**src/rtl/rgb_led_sequencer.sv**
```systemverilog
// RGB LED sequencer: steps through a 4-entry colour/duration table and drives the pins with per-channel PWM.
// Define LED_SEQ_OVERRIDE_EN to build the one-shot override colour path (ovr_* handshake and OVR state).
module rgb_led_sequencer #(
  parameter int PWM_BITS = 8,
  parameter int TICK_DIV = 24000,
  parameter int DUR_BITS = 16
) (
  input  logic                           clk24,
  input  logic                           rst_n,
  input  logic                           enable,
  input  logic                           cfg_we,
  input  logic [1:0]                     cfg_addr,
  input  logic [3*PWM_BITS+DUR_BITS-1:0] cfg_data,
  input  logic                           ovr_valid,
  output logic                           ovr_ready,
  input  logic [3*PWM_BITS-1:0]          ovr_rgb,
  input  logic [DUR_BITS-1:0]            ovr_dur,
  output logic                           led_r,
  output logic                           led_g,
  output logic                           led_b,
  output logic [1:0]                     step_idx,
  output logic                           ovr_active
);

  function automatic logic [DUR_BITS-1:0] dur_sat(input longint ticks);
    if (ticks > ((longint'(1) << DUR_BITS) - 1)) return '1;
    return DUR_BITS'(ticks);
  endfunction

  function automatic logic [DUR_BITS-1:0] dur_min1(input logic [DUR_BITS-1:0] d);
    return (d == '0) ? DUR_BITS'(1) : d;
  endfunction

  localparam int                  PRESC_W    = (TICK_DIV > 1) ? $clog2(TICK_DIV) : 1;
  localparam logic [PRESC_W-1:0]  PRESC_LAST = PRESC_W'(TICK_DIV - 1);
  localparam logic [PWM_BITS-1:0] DUTY_MAX   = '1;
  localparam logic [DUR_BITS-1:0] RST_DUR    = dur_sat(500);

  localparam logic [1:0] S_IDLE = 2'd0;
  localparam logic [1:0] S_RUN  = 2'd1;
`ifdef LED_SEQ_OVERRIDE_EN
  localparam logic [1:0] S_OVR  = 2'd2;
`endif

  logic [PWM_BITS-1:0] tab_r [4];
  logic [PWM_BITS-1:0] tab_g [4];
  logic [PWM_BITS-1:0] tab_b [4];
  logic [DUR_BITS-1:0] tab_dur [4];

  logic [1:0]          state, state_nx, idx_nx;
  logic                load_step, load_ovr, ovr_acc, expire;
  logic [PRESC_W-1:0]  presc;
  logic [DUR_BITS-1:0] tick_cnt;
  logic [PWM_BITS-1:0] pwm_cnt;
  logic [PWM_BITS-1:0] cur_r, cur_g, cur_b;
  logic [DUR_BITS-1:0] cur_dur;
  logic [PWM_BITS-1:0] duty_r, duty_g, duty_b;

  always_ff @(posedge clk24 or negedge rst_n) begin
    if (!rst_n) begin
      for (int i = 0; i < 4; i++) begin
        tab_r[i]   <= (i == 0) ? DUTY_MAX : '0;
        tab_g[i]   <= (i == 1) ? DUTY_MAX : '0;
        tab_b[i]   <= (i == 2) ? DUTY_MAX : '0;
        tab_dur[i] <= RST_DUR;
      end
    end else if (cfg_we) begin
      tab_r[cfg_addr]   <= cfg_data[3*PWM_BITS+DUR_BITS-1 -: PWM_BITS];
      tab_g[cfg_addr]   <= cfg_data[2*PWM_BITS+DUR_BITS-1 -: PWM_BITS];
      tab_b[cfg_addr]   <= cfg_data[PWM_BITS+DUR_BITS-1 -: PWM_BITS];
      tab_dur[cfg_addr] <= cfg_data[DUR_BITS-1:0];
    end
  end

`ifdef LED_SEQ_OVERRIDE_EN
  assign ovr_acc    = ovr_valid & ovr_ready;
  assign ovr_active = (state == S_OVR);
`else
  logic unused_ovr;
  assign unused_ovr = ^{ovr_valid, ovr_rgb, ovr_dur};
  assign ovr_acc    = 1'b0;
  assign ovr_active = 1'b0;
  assign ovr_ready  = 1'b0;
`endif

  // cur_dur is already forced >= 1, so the last tick is cur_dur-1
  assign expire = (state != S_IDLE) && (presc == PRESC_LAST) &&
                  (tick_cnt == cur_dur - DUR_BITS'(1));

  always_comb begin
    state_nx  = state;
    idx_nx    = step_idx;
    load_step = 1'b0;
    load_ovr  = 1'b0;
    case (state)
      S_IDLE: begin
        if (ovr_acc) begin
          state_nx = S_OVR_OR_IDLE();
          load_ovr = 1'b1;
        end else if (enable) begin
          state_nx  = S_RUN;
          idx_nx    = 2'd0;
          load_step = 1'b1;
        end
      end
      S_RUN: begin
        if (ovr_acc) begin
          state_nx = S_OVR_OR_IDLE();
          load_ovr = 1'b1;
        end else if (!enable) begin
          state_nx = S_IDLE;
          idx_nx   = 2'd0;
        end else if (expire) begin
          idx_nx    = step_idx + 2'd1;
          load_step = 1'b1;
        end
      end
`ifdef LED_SEQ_OVERRIDE_EN
      S_OVR: begin
        if (expire) begin
          state_nx  = enable ? S_RUN : S_IDLE;
          idx_nx    = 2'd0;
          load_step = enable;
        end
      end
`endif
      default: begin
        state_nx = S_IDLE;
        idx_nx   = 2'd0;
      end
    endcase
  end

  function automatic logic [1:0] S_OVR_OR_IDLE();
`ifdef LED_SEQ_OVERRIDE_EN
    return S_OVR;
`else
    return S_IDLE;
`endif
  endfunction

  always_ff @(posedge clk24 or negedge rst_n) begin
    if (!rst_n) begin
      state    <= S_IDLE;
      step_idx <= 2'd0;
      presc    <= '0;
      tick_cnt <= '0;
      pwm_cnt  <= '0;
    end else begin
      state    <= state_nx;
      step_idx <= idx_nx;
      pwm_cnt  <= pwm_cnt + PWM_BITS'(1);
      if (load_step || load_ovr || (state_nx == S_IDLE)) begin
        presc    <= '0;
        tick_cnt <= '0;
      end else if (presc == PRESC_LAST) begin
        presc    <= '0;
        tick_cnt <= tick_cnt + DUR_BITS'(1);
      end else begin
        presc    <= presc + PRESC_W'(1);
      end
    end
  end

`ifdef LED_SEQ_OVERRIDE_EN
  always_ff @(posedge clk24 or negedge rst_n) begin
    if (!rst_n) ovr_ready <= 1'b0;
    else        ovr_ready <= (state_nx != S_OVR);
  end
`endif

  // Stage: colour/duration latched on step or override entry
  always_ff @(posedge clk24) begin
    if (load_step) begin
      cur_r   <= tab_r[idx_nx];
      cur_g   <= tab_g[idx_nx];
      cur_b   <= tab_b[idx_nx];
      cur_dur <= dur_min1(tab_dur[idx_nx]);
    end else if (load_ovr) begin
      cur_r   <= ovr_rgb[3*PWM_BITS-1 -: PWM_BITS];
      cur_g   <= ovr_rgb[2*PWM_BITS-1 -: PWM_BITS];
      cur_b   <= ovr_rgb[PWM_BITS-1:0];
      cur_dur <= dur_min1(ovr_dur);
    end
  end

  assign duty_r = (state == S_IDLE) ? '0 : cur_r;
  assign duty_g = (state == S_IDLE) ? '0 : cur_g;
  assign duty_b = (state == S_IDLE) ? '0 : cur_b;

  // Stage: duty compare registered onto the pins
  always_ff @(posedge clk24 or negedge rst_n) begin
    if (!rst_n) begin
      led_r <= 1'b0;
      led_g <= 1'b0;
      led_b <= 1'b0;
    end else begin
      led_r <= (pwm_cnt < duty_r);
      led_g <= (pwm_cnt < duty_g);
      led_b <= (pwm_cnt < duty_b);
    end
  end

endmodule
```
**config.mk**
```make
export PLATFORM = sky130hd
export DESIGN_NAME = rgb_led_sequencer
export DESIGN_NICKNAME = d
export VERILOG_FILES = /design/src/rtl/rgb_led_sequencer.sv
export SDC_FILE = /design/constraint.sdc
export NUM_CORES = 1
export LEC_CHECK = 0
export ABC_CLOCK_PERIOD_IN_PS = 12690
export BUFFER_PORTS_ARGS = -buffer_cell sky130_fd_sc_hd__buf_2
export CAP_MARGIN = 10
export CORE_UTILIZATION = 60
export DETAILED_ROUTE_END_ITERATION = 10
export PLACE_DENSITY = 0.85
export SYNTH_ARGS = -nofsm -noshare
export SYNTH_HDL_FRONTEND = slang
export SYNTH_SLANG_ARGS = --single-unit
export TNS_END_PERCENT = 20
```
**constraint.sdc**
```tcl
create_clock -name clk24 -period 12.69 [get_ports clk24]
set_input_delay 2.538 -clock clk24 [delete_from_list [all_inputs] [get_ports clk24]]
set_output_delay 2.538 -clock clk24 [all_outputs]
set_load 0.1 [all_outputs]
```
==> flow_metrics.py <==
metrics = {
    "synth": {
        "synth_top_family_by_area": "simple AND/OR/NAND/NOR gates",
        "yosysTopAreaCell": "dfrtp_1",
        "ys.flop_type": "dfrtp_1",
        "seq_area_frac_synth_pct": 53.0,
        "yosysUniqueCellTypes": 67,
        "synthTopCellsByArea": "dfrtp_1 33%, mux2_2 15%, dfstp_2 10%, edfxtp_1 9.9%, nand2_1 5.3%",
        "synthArstFlopShare_pct": 83.7,
        "ys_warn_count": 0,
        "netlist_instances": 1061,
        "synthSimpleGateAreaFrac_pct": 15.4,
        "synth.ff_latch_count": 246,
        "syn_area_um2": 12100,
        "synth_xor_area_share_pct": 3.76,
        "synth_top_area_share_pct": 32.7,
        "syn_area_per_cell_um2": 11.4,
        "synthMuxAreaShare_pct": 15.2,
        "synth-compound-area-share_pct": 7.18,
        "synth_edf_count": 40,
        "synthAdderAreaFrac_pct": 2.59,
    },
    "flow_run": {
        "max_cap_viol_count": 0,
    },
    "floorplan": {
        "die_y_um": 144,
        "coreArea_um2": 19600,
        "io_pins": 94,
        "fp-row-count": 51,
        "die_width_um": 144,
        "start_util_pct": 61.8,
        "die_area_um2": 20700,
    },
    "place": {
        "finalWeightedCongestion": 0.916,
        "io_buffer_count": 50,
        "hpwl_um": 15000,
        "placed_area_um2": 12500,
    },
    "sta": {
        "setup-tns-final_ns": 0,
        "tightest_slew_ns": 1.14,
        "fin_crit_ns": 5.27,
        "final_hold_viol_count": 0,
        "relSlewSlack_pct": 23.6,
        "rsz0062_at_grt": "false",
        "setup_viol": 0,
        "period_share_pct": 41.5,
        "report.final.slew_viol_count": 0,
        "fin_worst_skew_ns": 0.0218,
        "fmax_mhz": 190,
    },
    "finish": {
        "final_nets": 1209,
        "final_cell_mix": "170 x nand2_1, 161 x mux2_2, 158 x dfrtp_1",
        "final_common_cell": "nand2_1",
        "nFillCells": 1381,
        "postLayoutCellArea_um2": 13400,
        "area_delta_synth_final_pct": 10.6,
        "drive_gt1_share_pct": 29.6,
    },
    "grt": {
        "grt_pass1_wl_um": 41500,
        "grt_max_degree": 122,
        "grtUsageTotal_pct": 25.4,
        "antenna_found_initial": 4,
        "grt_pass1_vias": 8407,
        "grt-ovfl-total": 0,
    },
    "clocking": {
        "cts.path.max_buffers": 3,
        "clk_pin_slew_worst_paths_ns": 0.06,
        "root_buffer": "clkbuf_16",
        "ctsHtreeMaxLevel": 1,
        "ctsResizeCount": 0,
        "holdBufCountCts": 0,
        "cts_made_buffers": 25,
        "clk_latency_ns": 0.54,
        "cts.sinks": 246,
        "tritoncts": "yes",
        "cts_setup_buffers": 0,
    },
    "route": {
        "avgRoutedWirePerCell_um": 18.2,
        "remaining_drc_errors": 0,
        "first_pass_iters": 5,
        "drtAntennaViolNets": 0,
        "drt_wl_total_um": 25100,
        "vias": 8246,
        "dr.first_iter.drc_count": 637,
        "vias_per_cell": 5.97,
    },
    "setup_path": {
        "crit_path_max_fanout": 53,
        "worstSetupPathType": "reg -> reg",
        "rr_worst_depth": 14,
        "worst_setup_path_end_kind": "flip-flop",
        "cp.required_ns": 13.06,
        "arrival_ns": 5.64,
        "startpoint_type": "flip-flop",
    },
    "min_path": {
        "hold_path.class": "reg -> reg",
        "hold_depth": 1,
    },
    "power": {
        "p_leak_nw": 5.65,
        "irDropWorstVdd_uv": 165,
        "pwr_density_cell_nw_per_um2": 148,
    },
    "status": {
        "status": "finished clean",
    },
}
[area by class of cell]
| cell class | count | area [um2] | area share (%) |
|---|---|---|---|
| antenna | 1 | 2.50 | 0.0187 |
| clock buffer | 38 | 754 | 5.64 |
| clock inverter | 8 | 91.3 | 0.682 |
| inverter | 19 | 73.8 | 0.552 |
| multi-input combinational | 744 | 5370 | 40.1 |
| sequential | 246 | 6420 | 47.9 |
| tap | 265 | 332 | 2.48 |
| timing repair buffer | 61 | 342 | 2.55 |
[flip-flops by register name, indices dropped and copies added (netlist names), 15 cells and up]
signal / count
tab_dur: 64
tab_b: 32
tab_g: 32
tab_r: 32
cur_dur: 16
tick_cnt: 16
presc: 15
[per-stage QoR]
step	setup slack, ns	hold WS [ns]	util [%]	cells	power (mW)
final	7.42	0.485	68.3	1382	1.98
after global routing	7.01	0.508	68.3	1382	2.05
after CTS	7.45	0.489	68.3	1381	1.99
after detailed placement	7.04	0.481	64.0	1335	1.24
after global placement	7.13	0.474	64.0	1335	1.23
after floorplan	7.63	0.448	-	1063	1.17
[layer usage]
layer  GRT usage, %  share of wire, %  routed length, um
met2           40.6                47              11800
met4           9.41               2.5                628
met1           35.1                45              11200
met3           4.17               5.9               1490
met5              0              0.10                 26
[Yosys cell counts, types with 7 or more instances]
| library cell | count |
|---|---|
| nand2_1 | 170 |
| mux2_2 | 161 |
| dfrtp_1 | 158 |
| nor2_1 | 63 |
| dfstp_2 | 48 |
| edfxtp_1 | 40 |
| and3_1 | 29 |
| nand2b_1 | 28 |
| xnor2_1 | 28 |
| a31oi_1 | 25 |
| ha_1 | 25 |
| clkbuf_1 | 24 |
| xor2_1 | 24 |
| nand3_1 | 21 |
| o221ai_1 | 21 |
| inv_1 | 17 |
| buf_1 | 13 |
| and2_1 | 10 |
| o21ai_0 | 10 |
| a21oi_1 | 9 |
| buf_2 | 9 |
| nand4_1 | 9 |
| nor3_1 | 8 |
| nor3b_1 | 8 |
| nor2b_1 | 7 |
[worst paths after layout]
| kind | start | slack [ns] | endpoint |
|---|---|---|---|
| max in group asynchronous | rst_n | 8.88 | tab_dur[19] |
| setup / recovery | cur_dur[2] | 7.42 | cur_dur[0] |
| hold / removal | presc[0] | 0.49 | presc[0] |
| setup reg to reg | cur_dur[2] | 7.42 | cur_dur[0] |
| hold reg to reg | presc[0] | 0.49 | presc[0] |
| min in group asynchronous | rst_n | 2.17 | presc[7] |
[worst max-delay path: stages (launching register included)]
cell       delay [ns]
edfxtp_1         0.51
or4_1            0.63
o32ai_1          0.46
nand4_1          0.22
a2111o_1         0.38
a211oi_4         0.28
a21bo_1          0.17
a21oi_2          0.05
buf_4            0.24
a21oi_4          0.14
buf_4            0.52
inv_2            0.56
a211oi_1         0.50
o2111ai_1        0.18
o31ai_1          0.24
[report_power, final]
group | switching (mW) | internal (mW)
combinational | 0.118 | 0.123
clock | 0.307 | 0.434
sequential | 0.0571 | 0.938
total | 0.482 | 1.50
[cell families after synthesis]
kind of cell    Yosys count
other cells               1
mux                     164
simple gates            385
fa+ha+maj                25
buf+inv                  73
compound gates          115
xor+xnor                 52
flops                   246
Power figures use the tool's default switching activity.
